===== src/rtl/button_conditioner.sv =====
// Push-button conditioner: per channel, a two-flop synchroniser, a debouncer
// that produces a clean level, and a small FSM that emits one-cycle press,
// release and long-hold pulses.
//
// Ports:
//   clk          system clock, all logic on posedge
//   rst          synchronous reset, active-high
//   btn_raw      asynchronous bouncy button pins, active-high
//   btn_level    debounced button state
//   btn_press    one-cycle pulse on a debounced 0->1 transition
//   btn_release  one-cycle pulse on a debounced 1->0 transition
//   btn_long     one-cycle pulse once the button has been held LONG_CYCLES
//                edges after its press pulse
module button_conditioner #(
    parameter int unsigned N_BTN           = 2,
    parameter int unsigned DEBOUNCE_CYCLES = 16,
    parameter int unsigned LONG_CYCLES     = 64
) (
    input  logic             clk,
    input  logic             rst,
    input  logic [N_BTN-1:0] btn_raw,
    output logic [N_BTN-1:0] btn_level,
    output logic [N_BTN-1:0] btn_press,
    output logic [N_BTN-1:0] btn_release,
    output logic [N_BTN-1:0] btn_long
);

    localparam int unsigned DB_W   = $clog2(DEBOUNCE_CYCLES + 1);
    localparam int unsigned HOLD_W = $clog2(LONG_CYCLES + 1);

    typedef enum logic [1:0] {
        ST_IDLE    = 2'd0,
        ST_PRESSED = 2'd1,
        ST_LONG    = 2'd2
    } state_e;

    for (genvar g = 0; g < N_BTN; g++) begin : g_chan
        logic              s1_q;
        logic              s2_q;
        logic [DB_W-1:0]   db_cnt_q;
        logic [DB_W-1:0]   db_cnt_d;
        logic              level_q;
        logic              level_d;
        logic              rise_c;
        logic              fall_c;
        logic [HOLD_W-1:0] hold_q;
        state_e            state_q;
        logic              press_q;
        logic              release_q;
        logic              long_q;

        // Debounce: count consecutive disagreeing samples; flip on the last one.
        always_comb begin
            db_cnt_d = '0;
            level_d  = level_q;
            rise_c   = 1'b0;
            fall_c   = 1'b0;
            if (s2_q != level_q) begin
                if (db_cnt_q == DB_W'(DEBOUNCE_CYCLES - 1)) begin
                    level_d = ~level_q;
                    rise_c  = ~level_q;
                    fall_c  = level_q;
                end else begin
                    db_cnt_d = db_cnt_q + DB_W'(1);
                end
            end
        end

        // Synchroniser, debounce state and press/hold FSM with registered pulses.
        always_ff @(posedge clk) begin
            if (rst) begin
                s1_q      <= 1'b0;
                s2_q      <= 1'b0;
                db_cnt_q  <= '0;
                level_q   <= 1'b0;
                hold_q    <= '0;
                state_q   <= ST_IDLE;
                press_q   <= 1'b0;
                release_q <= 1'b0;
                long_q    <= 1'b0;
            end else begin
                s1_q      <= btn_raw[g];
                s2_q      <= s1_q;
                db_cnt_q  <= db_cnt_d;
                level_q   <= level_d;
                press_q   <= 1'b0;
                release_q <= 1'b0;
                long_q    <= 1'b0;
                case (state_q)
                    ST_IDLE: begin
                        if (rise_c) begin
                            hold_q  <= '0;
                            press_q <= 1'b1;
                            state_q <= ST_PRESSED;
                        end
                    end
                    ST_PRESSED: begin
                        // A fall on the same edge as the long threshold wins.
                        if (fall_c) begin
                            release_q <= 1'b1;
                            state_q   <= ST_IDLE;
                        end else if (hold_q == HOLD_W'(LONG_CYCLES - 1)) begin
                            hold_q  <= HOLD_W'(LONG_CYCLES);
                            long_q  <= 1'b1;
                            state_q <= ST_LONG;
                        end else begin
                            hold_q <= hold_q + HOLD_W'(1);
                        end
                    end
                    ST_LONG: begin
                        // Hold counter stays frozen here.
                        if (fall_c) begin
                            release_q <= 1'b1;
                            state_q   <= ST_IDLE;
                        end
                    end
                    default: begin
                        state_q <= ST_IDLE;
                    end
                endcase
            end
        end

        assign btn_level[g]   = level_q;
        assign btn_press[g]   = press_q;
        assign btn_release[g] = release_q;
        assign btn_long[g]    = long_q;
    end

endmodule


===== config.mk =====
export PLATFORM = sky130hd
export DESIGN_NAME = button_conditioner
export DESIGN_NICKNAME = d
export VERILOG_FILES = /design/src/rtl/button_conditioner.sv
export SDC_FILE = /design/constraint.sdc
export NUM_CORES = 1
export LEC_CHECK = 0
export CORE_ASPECT_RATIO = 1.1
export CORE_MARGIN = 1
export CORE_UTILIZATION = 55
export CTS_BUF_LIST = sky130_fd_sc_hd__clkbuf_8
export DETAILED_ROUTE_END_ITERATION = 10
export GPL_TIMING_DRIVEN = 0
export PLACE_DENSITY = 0.78
export RECOVER_POWER = 50
export SLEW_MARGIN = 10
export SYNTH_ARGS = -nofsm -noshare
export SYNTH_HDL_FRONTEND = slang
export SYNTH_SLANG_ARGS = --single-unit

===== constraint.sdc =====
create_clock -name clk -period 2.1 [get_ports clk]
set_input_delay 0.21 -clock clk [delete_from_list [all_inputs] [get_ports clk]]
set_output_delay 0.21 -clock clk [all_outputs]
set_load 0.03 [all_outputs]

## Word level (Yosys, flattened, before mapping)

Index checks and enable logic that the tools add are counted.

- Multiplexer cells: 32
- Bitwise gates (word level): 10
- Reductions and logical operators: 20
- Equality and inequality tests: 18
- Add/sub/neg operators: 4

Operators by type and width:

| operator | count |
|---|---|
| 7-bit 2-to-1 mux | 6 |
| 7-bit case mux with 2 select lines | 2 |
| 2-bit 2-to-1 mux | 8 |
| 7-bit by 1-bit adder with 7-bit output, second input constant | 2 |
| 7-bit by 6-bit == test with 1-bit output, second input constant | 2 |
| 1-bit 2-to-1 mux | 14 |
| 2-bit != test, second input constant | 6 |
| 2-bit case mux with 3 select lines | 2 |
| 3-bit AND reduction | 4 |
| 2-bit OR reduction | 6 |
| 3-bit OR reduction | 4 |
| 5-bit by 1-bit adder with 5-bit output, second input constant | 2 |
| 5-bit by 4-bit == test with 1-bit output, second input constant | 2 |
| 1-bit inverter | 10 |
| 3-bit != test, second input constant | 2 |
| 2-bit by 1-bit == test with 1-bit output, second input constant | 2 |
| 2-bit == test, second input constant | 2 |
| 2-bit zero test | 2 |
| 2-bit AND reduction | 2 |
| 2-bit nonzero test | 2 |
| 1-bit != test | 2 |

- Word-level logic and storage cells: 102
- Flip-flop bits (word level): 40
- Input port bits: 4

## Logic depth before layout (Yosys ltp)

- Word-level depth: 5
- Mapped depth: 7
- Depth with buffers taken out: 7

## Worst setup path after synthesis

Ideal clock, no wire load.

- Path type: register to register
- Start: reg g_chan[0].db_cnt_q[0]
- End: reg g_chan[0].hold_q[5]
- Clock period less this slack: 2.016 ns
- Cell stages (with the launch flop): 8
- Arrival time: 1.942 ns
- Setup slack: 0.084 ns
- Setup time: 0.075 ns
- Required time: 2.025 ns
- Cell sequence: dfxtp_1 -> ha_1 -> and3_1 -> ha_1 -> nor2b_1 -> o211a_2 -> or4b_1 -> a31oi_1

- Word-level cells in the longest chain between the ends: 5

Ends and longest elaborated chain:

| element | line | source |
|---|---|---|
| start: declaration | 40 | `logic [DB_W-1:0] db_cnt_q;` |
| start signal: assignment | 84 | `db_cnt_q <= db_cnt_d;` |
| 5-bit by 4-bit == test with 1-bit output * | 59 | `if (db_cnt_q == DB_W'(DEBOUNCE_CYCLES - 1)) begin` |
| 1-bit 2-to-1 mux | 59 |  |
| 1-bit 2-to-1 mux | 58 | `if (s2_q != level_q) begin` |
| 2-bit != test (no source line) | n/a |  |
| 3-bit AND reduction (no source line) * | n/a |  |
| end signal: assignment | 103 | `hold_q <= HOLD_W'(LONG_CYCLES);` |
| end signal: assignment | 107 | `hold_q <= hold_q + HOLD_W'(1);` |
| end: declaration | 46 | `logic [HOLD_W-1:0] hold_q;` |

Every way passes the cells marked *; elsewhere a longest branch is shown, timed or not.
A chain may end at the register's enable or synchronous reset.

## Worst setup path in the final report

Same ends and word-level chain as after synthesis.

==> impl_summary.log <==
[metrics] end point of the critical path: g_chan[0].hold_q[5]$_SDFFE_PP0P_
[metrics] insertion delay of the later-clocked pin in the worst-skew pair: 0.29 ns
[metrics] Async SR Flop Fraction: 0%
[metrics] TritonCTS clock tree: built
[metrics] total DRC errors in the routed layout: 0
[metrics] total of buffers placed on input and output ports: 11
[metrics] top_reg_cell synth: dfxtp_1
[metrics] total of endpoints with negative setup slack in the final report: 0
[metrics] endpoint arrival time on the critical path: 2.25 ns
[metrics] cell accounting for the most synthesized area: dfxtp_1
[metrics] outcome: finished clean
[metrics] CTS buffer count: 5
[metrics] final standard cell count with taps included and fillers excluded: 289
[metrics] number of H-tree levels: 2
[metrics] maximum ir drop on the vdd rail: 0.000453 V
[metrics] normalized max-slew margin: 63.1%
[metrics] reg-to-reg endpoint: g_chan[0].hold_q[5]$_SDFFE_PP0P_
[metrics] maximum number of pins on one net before global-route repair: 13
[metrics] EDFF count, synth: 0
[metrics] final hold violation count: 0
[metrics] worst-case register-to-register setup slack: 0.07 ns
[metrics] final core utilization: 68.2%
[metrics] Final Wtd Congestion: 0.811
[metrics] synthesis-stage register bit count: 40
[metrics] critical path startpoint: g_chan[0].db_cnt_q[0]$_SDFF_PP0_
[metrics] synthesized area per cell: 8.87 µm²
[metrics] crit-path max FO: 6
[metrics] horizontal die dimension: 58.4 µm
[metrics] cell count after synthesis: 217
[metrics] WP data required: 2.32 ns
[metrics] antenna cell count: 0
[metrics] clock transition at the register clock pins on the worst setup and hold paths after CTS: 0.08 ns
[metrics] top-level port count: 12
[metrics] type of origin of the critical path: flop
[metrics] wire length of the first global-routing pass: 5.75 mm
[metrics] via count of the first global-routing pass: 1315
[metrics] count of max-cap constraint violations: 0
[metrics] Max Clk Rate: 493 MHz
[metrics] fraction of the yosys area taken by sequential cells: 41.6%
[metrics] y dimension of the die: 64.1 µm
[metrics] library cell with the highest instance count after synthesis: dfxtp_1
[metrics] cell area after technology mapping: 0.00193 mm²
[metrics] area of the core: 0.00333 mm²
[metrics] launching point of the worst reg2reg path: g_chan[0].db_cnt_q[0]$_SDFF_PP0_
[metrics] depth of the worst register-to-register path: 7
[metrics] power density relative to cell area: 660 mW/mm²
[metrics] initial antenna violation count: 0
[metrics] post-synthesis cell type count: 46
[metrics] starting density of the core: 57.8%
[metrics] min Tclk post-route: 2.03 ns
[metrics] class of the worst hold path: reg -> reg
[metrics] proportion of layout cells with a drive suffix above 1: 14.1%
[metrics] average via count per standard cell: 5.36
[metrics] fill count: 286
[metrics] routed vias: 1550
[metrics] Cells after DPL: 276
[metrics] top area cells in the synthesized netlist: dfxtp_1 42%, ha_1 7.8%, nand3_1 3.6%
[metrics] growth of design area from synthesis to finish: 17.9%
[metrics] Routed wire per std cell: 11.9 µm
[metrics] P_leak: 0.855 nW
[metrics] num rows: 22
[metrics] Routed Antenna Nets: 0
[metrics] final HPWL from detailed placement: 2.38 mm
[metrics] warning count from the yosys run: 0
[metrics] CP endpoint kind: flop
[metrics] min setup slack post-route: 0.0701 ns
[metrics] actual transition at the worst max-transition pin: 0.553 ns
[metrics] Layout Skew: 0.00422 ns
[metrics] number of detailed-routing iterations run before antenna repair: 4
[metrics] crit path kind: reg -> reg
[metrics] global-route usage over all layers: 20.0%
[metrics] clock tree buffer depth: 2
[metrics] total die area: 0.00374 mm²
[metrics] final-stage net count: 256
[metrics] dpl ws: -0.0550 ns
[metrics] TritonCTS Sinks: 40
[metrics] net count of the mapped netlist: 233
[metrics] Synth top area share: 41.6%
[metrics] final max-slew violation count: 0
[metrics] final period utilization: 96.7%
[metrics] Root Buffer Master: clkbuf_8
[metrics] violation count after the first detailed-route iteration: 78
[metrics] grt ovf: 0
[metrics] commonest cells in the netlist: 40 x dfxtp_1, 17 x nor2_1, 15 x nand2_1, 14 x nand3_1, 12 x ha_1
[metrics] total wirelength of the detailed-routed design: 3.44 mm
-- worst max-delay path, cell delays in order, from the launching register on --
cell	delay, ns
dfxtp_1	0.36
ha_1	0.19
and3_4	0.19
ha_4	0.15
nand4b_1	0.19
o211a_4	0.22
or4b_1	0.50
a31oi_1	0.16
-- layout make-up --
type / instances / area [µm²] / area share, %
multi-input cells: 153 / 1030 / 45.5
repair buffers: 16 / 148 / 6.50
plain buffers: 14 / 83.8 / 3.69
clock inverters: 3 / 38.8 / 1.71
flip-flops and latches: 40 / 801 / 35.3
inverters: 10 / 37.5 / 1.65
clock buffers: 5 / 68.8 / 3.03
well taps: 48 / 60.1 / 2.64
-- routing by layer --
layer	GRT usage [%]	share of wire, %
met1	27.6	49
met2	29.7	46
met3	4.86	2.9
met4	8.04	1.7
met5	0	0
-- repair_timing --
| item | in CTS | in global routing |
|---|---|---|
| endpoints found under the setup margin | 1 | 4 |
| hold buffers | 0 | 0 |
| cloned | 0 | 0 |
| gates resized for setup | 2 | 5 |
| pin swaps | 0 | 3 |
| buffers inserted | 0 | 5 |
-- stage by stage --
step / hold WS, ns / area, µm² / TNS [ns] / total power, W
3_5_place_dp: 0.426 / 2100 / -0.0550 / 0.000909
5_1_grt: 0.461 / 2270 / -0.0184 / 0.00156
3_3_place_gp: 0.423 / 2100 / -0.0291 / 0.000907
4_1_cts: 0.444 / 2210 / 0 / 0.00151
6_report: 0.439 / 2270 / 0 / 0.00150
2_1_floorplan: 0.338 / 1930 / 0 / 0.000880
-- registers in the layout (all words and copies together), names as in the netlist --
register and count:
g_chan.s1_q 2, g_chan.release_q 2, g_chan.hold_q 14, g_chan.state_q 4, g_chan.level_q 2, g_chan.press_q 2, g_chan.s2_q 2, g_chan.long_q 2
g_chan.db_cnt_q 10
-- worst min-delay path by stage --
| stage | start | endpoint | slack, ns | cells after the start |
|---|---|---|---|---|
| 5_1_grt | g_chan[1].s1_q$_SDFF_PP0_ | g_chan[1].s2_q$_SDFF_PP0_ | 0.46 | 1 |
| 2_1_floorplan | btn_raw[0] | g_chan[0].s1_q$_SDFF_PP0_ | 0.34 | 1 |
| 3_3_place_gp | g_chan[0].s1_q$_SDFF_PP0_ | g_chan[0].s2_q$_SDFF_PP0_ | 0.42 | 1 |
| 6_report | g_chan[1].s1_q$_SDFF_PP0_ | g_chan[1].s2_q$_SDFF_PP0_ | 0.44 | 1 |
| 4_1_cts | g_chan[1].s1_q$_SDFF_PP0_ | g_chan[1].s2_q$_SDFF_PP0_ | 0.44 | 1 |
| 3_5_place_dp | g_chan[1].s1_q$_SDFF_PP0_ | g_chan[1].s2_q$_SDFF_PP0_ | 0.43 | 1 |
-- report_power, final --
| group | total (W) | switching, W | internal, W |
|---|---|---|---|
| clock | 0.000603 | 0.000255 | 0.000348 |
| combinational | 0.000120 | 0.0000687 | 0.0000512 |
| sequential | 0.000776 | 0.00000794 | 0.000768 |
| total | 0.00150 | 0.000332 | 0.00117 |
-- cell usage in the layout (no fill, tap or decap), types with 3 or more instances in the layout --
cell | synthesis | routed
inv_1 | 10 | 11
nor3_1 | 5 | 5
or2_2 | 4 | 4
a21oi_1 | 10 | 10
clkbuf_1 | 3 | 5
dlygate4sd3_1 | 0 | 7
nand4b_1 | 4 | 4
o211ai_1 | 4 | 4
nor2_1 | 17 | 17
ha_1 | 12 | 9
xnor2_1 | 4 | 4
clkbuf_8 | 0 | 5
nor2b_1 | 8 | 8
nand2_1 | 15 | 15
mux2i_1 | 3 | 3
dfxtp_1 | 40 | 40
clkdlybuf4s50_1 | 0 | 4
nand3_1 | 14 | 14
or3_1 | 4 | 4
buf_4 | 8 | 13
and3_1 | 4 | 3
nand2b_1 | 3 | 3
o21ai_0 | 9 | 9
-- cell families (layout without fill, tap and decap cells) --
| kind of cell | count (synthesis) | count (layout) | share of synthesized area, % |
|---|---|---|---|
| AOI/OAI and AO/OA | 39 | 39 | 13.3 |
| muxes | 3 | 3 | 1.56 |
| buffers and inverters | 24 | 48 | 6.30 |
| and+or+nand+nor | 93 | 93 | 26.7 |
| adders and majority gates | 12 | 12 | 7.80 |
| xor gates and xnor gates | 6 | 6 | 2.73 |
| DFF | 40 | 40 | 41.6 |
No activity file was read; power rests on OpenSTA's default activity.
==> variant 1: new RTL, config.mk and constraints unchanged <==
Encoding of `state_e`: now one-hot (3 bits for 3 states).
--- a/src/rtl/button_conditioner.sv
+++ b/src/rtl/button_conditioner.sv
@@ -29,8 +29,8 @@
     localparam int unsigned HOLD_W = $clog2(LONG_CYCLES + 1);
 
-    typedef enum logic [1:0] {
-        ST_IDLE    = 2'd0,
-        ST_PRESSED = 2'd1,
-        ST_LONG    = 2'd2
+    typedef enum logic [2:0] {
+        ST_IDLE    = 3'b001,
+        ST_PRESSED = 3'b010,
+        ST_LONG    = 3'b100
     } state_e;
 
Behaviour: no difference found for any inputs over 10 cycles, from zero or initial values and one cycle with rst high; not proved beyond that.
==> variant 1 against the original RTL <==
Worst setup slack worse by 0.016 ns; cell area up 2.6%; final cell count down 11%; first-iteration DRC count down 23%; synthesized area down 3.5%; routed wire length up 4.6%; fmax down 0.77%; hold slack worse by 0.020 ns; clock skew up 0.0019 ns; non-clock buffer count up 4; sequential cell count up 2; the flow now finishes with violations (DRC).
Power is not compared: it rests on default switching activity, and its combinational part moved more than twofold at a synthesized area within 25%.
==> variant 1: results (changes against the original RTL) <==
\begin{tabular}{lr}
\hline
Metric & Value \\
\hline
\multicolumn{2}{l}{\textbf{Finish}} \\
Share of post-route cells with drive strength above 1 & 23.4\% (+9.3 points) \\
Largest registers in the final layout & g\_chan.hold\_q x14, g\_chan.db\_cnt\_q x10, g\_chan.state\_q x6 \\
Count of placed standard cells in the final layout, fillers left out & 256 (-11\%) \\
Net count reported at finish & 231 (-9.8\%) \\
\multicolumn{2}{l}{\textbf{Place}} \\
Cell Area, Placed & 2010 um2 (-3.9\%) \\
Dpl hpwl & 2.26 mm (-5.3\%) \\
Final weighted congestion of routability-driven global placement & 0.743 (-8.4\%) \\
\multicolumn{2}{l}{\textbf{Timing}} \\
Worst Tran Pin Value & 0.621 ns (+0.0680 ns) \\
Worst setup skew after layout & 0.00610 ns (+0.00188 ns) \\
Final period utilization & 97.4\% (+0.75 points) \\
Final worst hold slack & 0.419 ns (-0.0204 ns) \\
\multicolumn{2}{l}{\textbf{Global route}} \\
First-pass GRT wire length & 6.24 mm (+8.6\%) \\
Maximum number of pins on one net before global-route repair & 14 (+1) \\
Total global routing track utilization & 21.8\% (+1.8 points) \\
Number of global-route vias before repair & 1466 (+11\%) \\
\multicolumn{2}{l}{\textbf{Pwr}} \\
Peak VDD IR & 619 uV \\
\multicolumn{2}{l}{\textbf{Worst setup path}} \\
Register-to-register path setup slack & 0.05 ns (-0.02 ns) \\
Largest stage delay on the critical path & 0.43 ns (-0.07 ns) \\
Cell with the largest stage delay on the worst path & sky130\_fd\_sc\_hd\_\_or4\_4 \\
Highest fanout seen on the critical path & 2 (-4) \\
R2R depth & 8 (+1) \\
\multicolumn{2}{l}{\textbf{Synth}} \\
Post-Syn Area per Cell & 9.73 um2 (+9.6\%) \\
Asr flop ratio synth & 0\% (unchanged) \\
Dominant cells by area after synthesis & sky130\_fd\_sc\_hd\_\_dfxtp\_1 (45\%), sky130\_fd\_sc\_hd\_\_nor2\_1 (4.8\%), sky130\_fd\_sc\_hd\_\_xnor2\_1 (4.2\%) \\
Synthesized net count & 201 (-14\%) \\
Portion of the post-synthesis area used by sequential elements & 45.3\% (+3.7 points) \\
Number of distinct standard cells referenced by the synthesized netlist & 50 (+8.7\%) \\
\multicolumn{2}{l}{\textbf{Drt}} \\
Via density per instance & 5.70 (+6.2\%) \\
Final routed DRC violation total & 1 (+1) \\
Total iterations of the first detailed-routing run & 7 (+3) \\
\multicolumn{2}{l}{\textbf{Status}} \\
Result of the run & finished with violations \\
Failing checks & DRC \\
\multicolumn{2}{l}{\textbf{Min path}} \\
Hold Path End & g\_chan[0].db\_cnt\_q[0] \\
Source of the worst hold timing path & g\_chan[0].db\_cnt\_q[0] \\
\multicolumn{2}{l}{\textbf{Clock network}} \\
Clock Latency Late Sink & between 0.2 and 0.3 ns \\
\hline
\end{tabular}
[variant 1: changes by cell type after synthesis, sizes merged, moves of 5 or more]
| cell | before | now |
|---|---|---|
| nor2 | 17 | 24 |
| ha | 12 | 6 |
| nand2 | 15 | 5 |
| a21oi | 10 | 2 |
| xnor2 | 4 | 9 |
| nand3 | 14 | 7 |
[variant 1: cell type report]
class	count	area [um2]
Multi-Input combinational cell	131	1000
Sequential cell	42	845
Fill cell	205	797
Timing Repair Buffer	23	200
Clock buffer	6	82.6
Buffer	11	71.3
Clock inverter	2	60.1
Tap cell	34	42.5
Inverter	7	26.3
[variant 1: what timing repair did]
| item | 4_1_cts | 5_1_grt |
|---|---|---|
| pin swaps | 4 | 6 |
| resized for setup | 11 | 7 |
| buffers inserted | 8 | 4 |
| gates cloned | 0 | 0 |
| setup endpoints to repair | 7 | 9 |
[variant 1: cell families after synthesis]
| logic type | share of synthesized area (%) |
|---|---|
| AO/OA/AOI/OAI | 11.5 |
| XOR/XNOR | 6.60 |
| adder cells (fa/ha/maj) | 4.04 |
| buffers and inverters | 5.25 |
| flip-flops | 45.3 |
| multiplexers | 2.76 |
| AND/OR/NAND/NOR | 24.6 |
[variant 1: per-layer routing]
| layer | share of wire (%) | GRT usage [%] | wire, um |
|---|---|---|---|
| met4 | 1.7 | 8.84 | 61 |
| met5 | 0 | 0 | 0 |
| met1 | 45 | 26.1 | 1620 |
| met3 | 3.0 | 4.97 | 109 |
| met2 | 50 | 37.1 | 1810 |
[variant 1: report_power, final]
group / switching (mW) / internal, mW
registers: 0.00367 / 0.801
clock network: 0.260 / 0.507
logic: 0.0161 / 0.0128
[variant 1: critical path: cells and delay by family (launching register included)]
kind	cells	cell delay (ns)
adders and majority gates	2	0.30
AOI/OAI and AO/OA	1	0.07
and+or+nand+nor	5	1.27
DFF	1	0.34
==> variant 2: new RTL, same settings <==
Made on the original files. Set the parameter `DEBOUNCE_CYCLES` to 8 (it was 16).
--- a/src/rtl/button_conditioner.sv
+++ b/src/rtl/button_conditioner.sv
@@ -14,5 +14,5 @@
 module button_conditioner #(
     parameter int unsigned N_BTN           = 2,
-    parameter int unsigned DEBOUNCE_CYCLES = 16,
+    parameter int unsigned DEBOUNCE_CYCLES = 8,
     parameter int unsigned LONG_CYCLES     = 64
 ) (
Formal check against the unedited RTL: no difference found for any inputs over 10 cycles, from zero or initial values and one cycle with rst high; that may be too few to reach the edited logic, so the function may still have changed.
==> variant 2 against the original RTL <==
The flow now finishes with violations (DRC); first-iteration DRC count decreased by 27%; sequential cell count decreased by 2; global-route usage increased by 1.8 points; non-clock buffer count decreased by 7; final cell count decreased by 10%; clock power increased by 28%; routed wire length decreased by 1.2%; die area decreased by 2.5%; power increased by 5.3%; synthesized area decreased by 2.5%; cell area decreased by 4.6%; worst setup slack improved by 0.065 ns; sequential share of layout area decreased by 0.16 points; highest routed layer unchanged.
==> variant 2: results (changes against the original RTL) <==
\begin{tabular}{lr}
\hline
Metric & Value \\
\hline
\multicolumn{2}{l}{\textbf{Timing}} \\
Worst setup skew after layout & 0.00965 ns (+0.00543 ns) \\
Rel. slew slack & 64.6\% (+1.5 points) \\
\multicolumn{2}{l}{\textbf{Finish}} \\
Net count reported at finish & 239 (-6.6\%) \\
Largest registers in the final layout & g\_chan.hold\_q x14, g\_chan.db\_cnt\_q x8, g\_chan.state\_q x4 \\
Fillers & 265 (-7.3\%) \\
Share of post-route cells with drive strength above 1 & 13.3\% (-0.83 points) \\
\multicolumn{2}{l}{\textbf{Min path}} \\
HP Class & input port to register \\
Worst hold path stage count & 2 (+1) \\
\multicolumn{2}{l}{\textbf{Status}} \\
Result of the run & finished with violations \\
Failing checks & DRC \\
\multicolumn{2}{l}{\textbf{Worst setup path}} \\
Highest fanout seen on the critical path & 9 (+3) \\
R2R depth & 6 (-1) \\
Start of the worst register-to-register path & g\_chan[1].state\_q[0] \\
Data arrival at the endpoint of the critical path & 2.20 ns (-0.05 ns) \\
\multicolumn{2}{l}{\textbf{Drt}} \\
Wire length per cell & 13.1 um (+9.8\%) \\
Final routed DRC violation total & 2 (+2) \\
Wire length on met2 & 1.69 mm (+7.5\%) \\
Violation count after the first detailed-routing iteration & 57 (-27\%) \\
\multicolumn{2}{l}{\textbf{Pwr}} \\
Sw Pwr & 313 uW (-5.8\%) \\
P\_clk & 769 uW (+28\%) \\
Reported combinational group power & 76.9 uW (-36\%) \\
Total chip power & 1.58 mW (+5.3\%) \\
\multicolumn{2}{l}{\textbf{Global route}} \\
Total global routing track utilization & 21.8\% (+1.8 points) \\
Global routing met3 resource utilization & 6.78\% (+1.9 points) \\
Met1 capacity usage during global routing & 22.8\% (-4.8 points) \\
Met2 layer usage reported by global route & 38.2\% (+8.5 points) \\
\multicolumn{2}{l}{\textbf{Synth}} \\
Synth top cells by count & sky130\_fd\_sc\_hd\_\_dfxtp\_1 (38), sky130\_fd\_sc\_hd\_\_nor2\_1 (21), sky130\_fd\_sc\_hd\_\_a21oi\_1 (17), sky130\_fd\_sc\_hd\_\_nand2\_1 (15), sky130\_fd\_sc\_hd\_\_o21ai\_0 (11) \\
Dominant cells by area after synthesis & sky130\_fd\_sc\_hd\_\_dfxtp\_1 (41\%), sky130\_fd\_sc\_hd\_\_ha\_1 (6.7\%), sky130\_fd\_sc\_hd\_\_a21oi\_1 (4.5\%) \\
Synthesized net count & 222 (-4.7\%) \\
Portion of the post-synthesis area used by sequential elements & 40.5\% (-1.1 points) \\
Compound-Gate Fraction of Synth Area & 15.2\% (+1.9 points) \\
Multiplexer fraction of the synthesized cell area & 2.40\% (+0.84 points) \\
\multicolumn{2}{l}{\textbf{Place}} \\
Dpl hpwl & 2.45 mm (+3.0\%) \\
Final weighted congestion of routability-driven global placement & 0.796 (-1.9\%) \\
Setup slack after placement & 0.0996 ns (+0.155 ns) \\
\hline
\end{tabular}
[variant 2: final cells by class]
class | instances | area [um2] | area share (%)
Multi-Input combinational cell | 148 | 985 | 45.4
Sequential cell | 38 | 761 | 35.1
Buffer | 13 | 103 | 4.73
Timing Repair Buffer | 10 | 100 | 4.62
Clock buffer | 6 | 82.6 | 3.81
Clock inverter | 2 | 60.1 | 2.77
Tap cell | 34 | 42.5 | 1.96
Inverter | 9 | 33.8 | 1.56
[variant 2: repair_timing]
item / in CTS / in global routing
gates resized for setup: 0 / 2
setup buffers: 0 / 0
setup endpoints to repair: 0 / 1
[variant 2: through the flow]
| stage | instances | cell area, um2 | hold slack [ns] |
|---|---|---|---|
| after detailed placement | 252 | 2020 | 0.408 |
| after global routing | 260 | 2170 | 0.0891 |
| after CTS | 260 | 2160 | 0.0839 |
| after global placement | 252 | 2020 | 0.406 |
| final | 260 | 2170 | 0.0908 |
| after floorplan | 208 | 1880 | 0.338 |
[variant 2: worst max path at each step]
stage,slack (ns),from,endpoint
after floorplan,0.28,g_chan[1].state_q[1],g_chan[1].hold_q[5]
after global placement,0.12,g_chan[1].state_q[1],g_chan[1].hold_q[5]
after detailed placement,0.1,g_chan[1].state_q[1],g_chan[1].hold_q[5]
after CTS,0.07,g_chan[1].state_q[1],g_chan[1].hold_q[5]
after global routing,0.03,g_chan[1].state_q[0],g_chan[1].hold_q[5]
final,0.13,g_chan[1].state_q[0],g_chan[1].hold_q[5]
[variant 2: kinds of logic (layout without fill, tap and decap cells)]
logic type	after synthesis	after routing
simple gates	85	85
fa+ha+maj	10	10
buf+inv	22	40
compound gates	44	44
mux	4	4
xor+xnor	5	5
flops	38	38
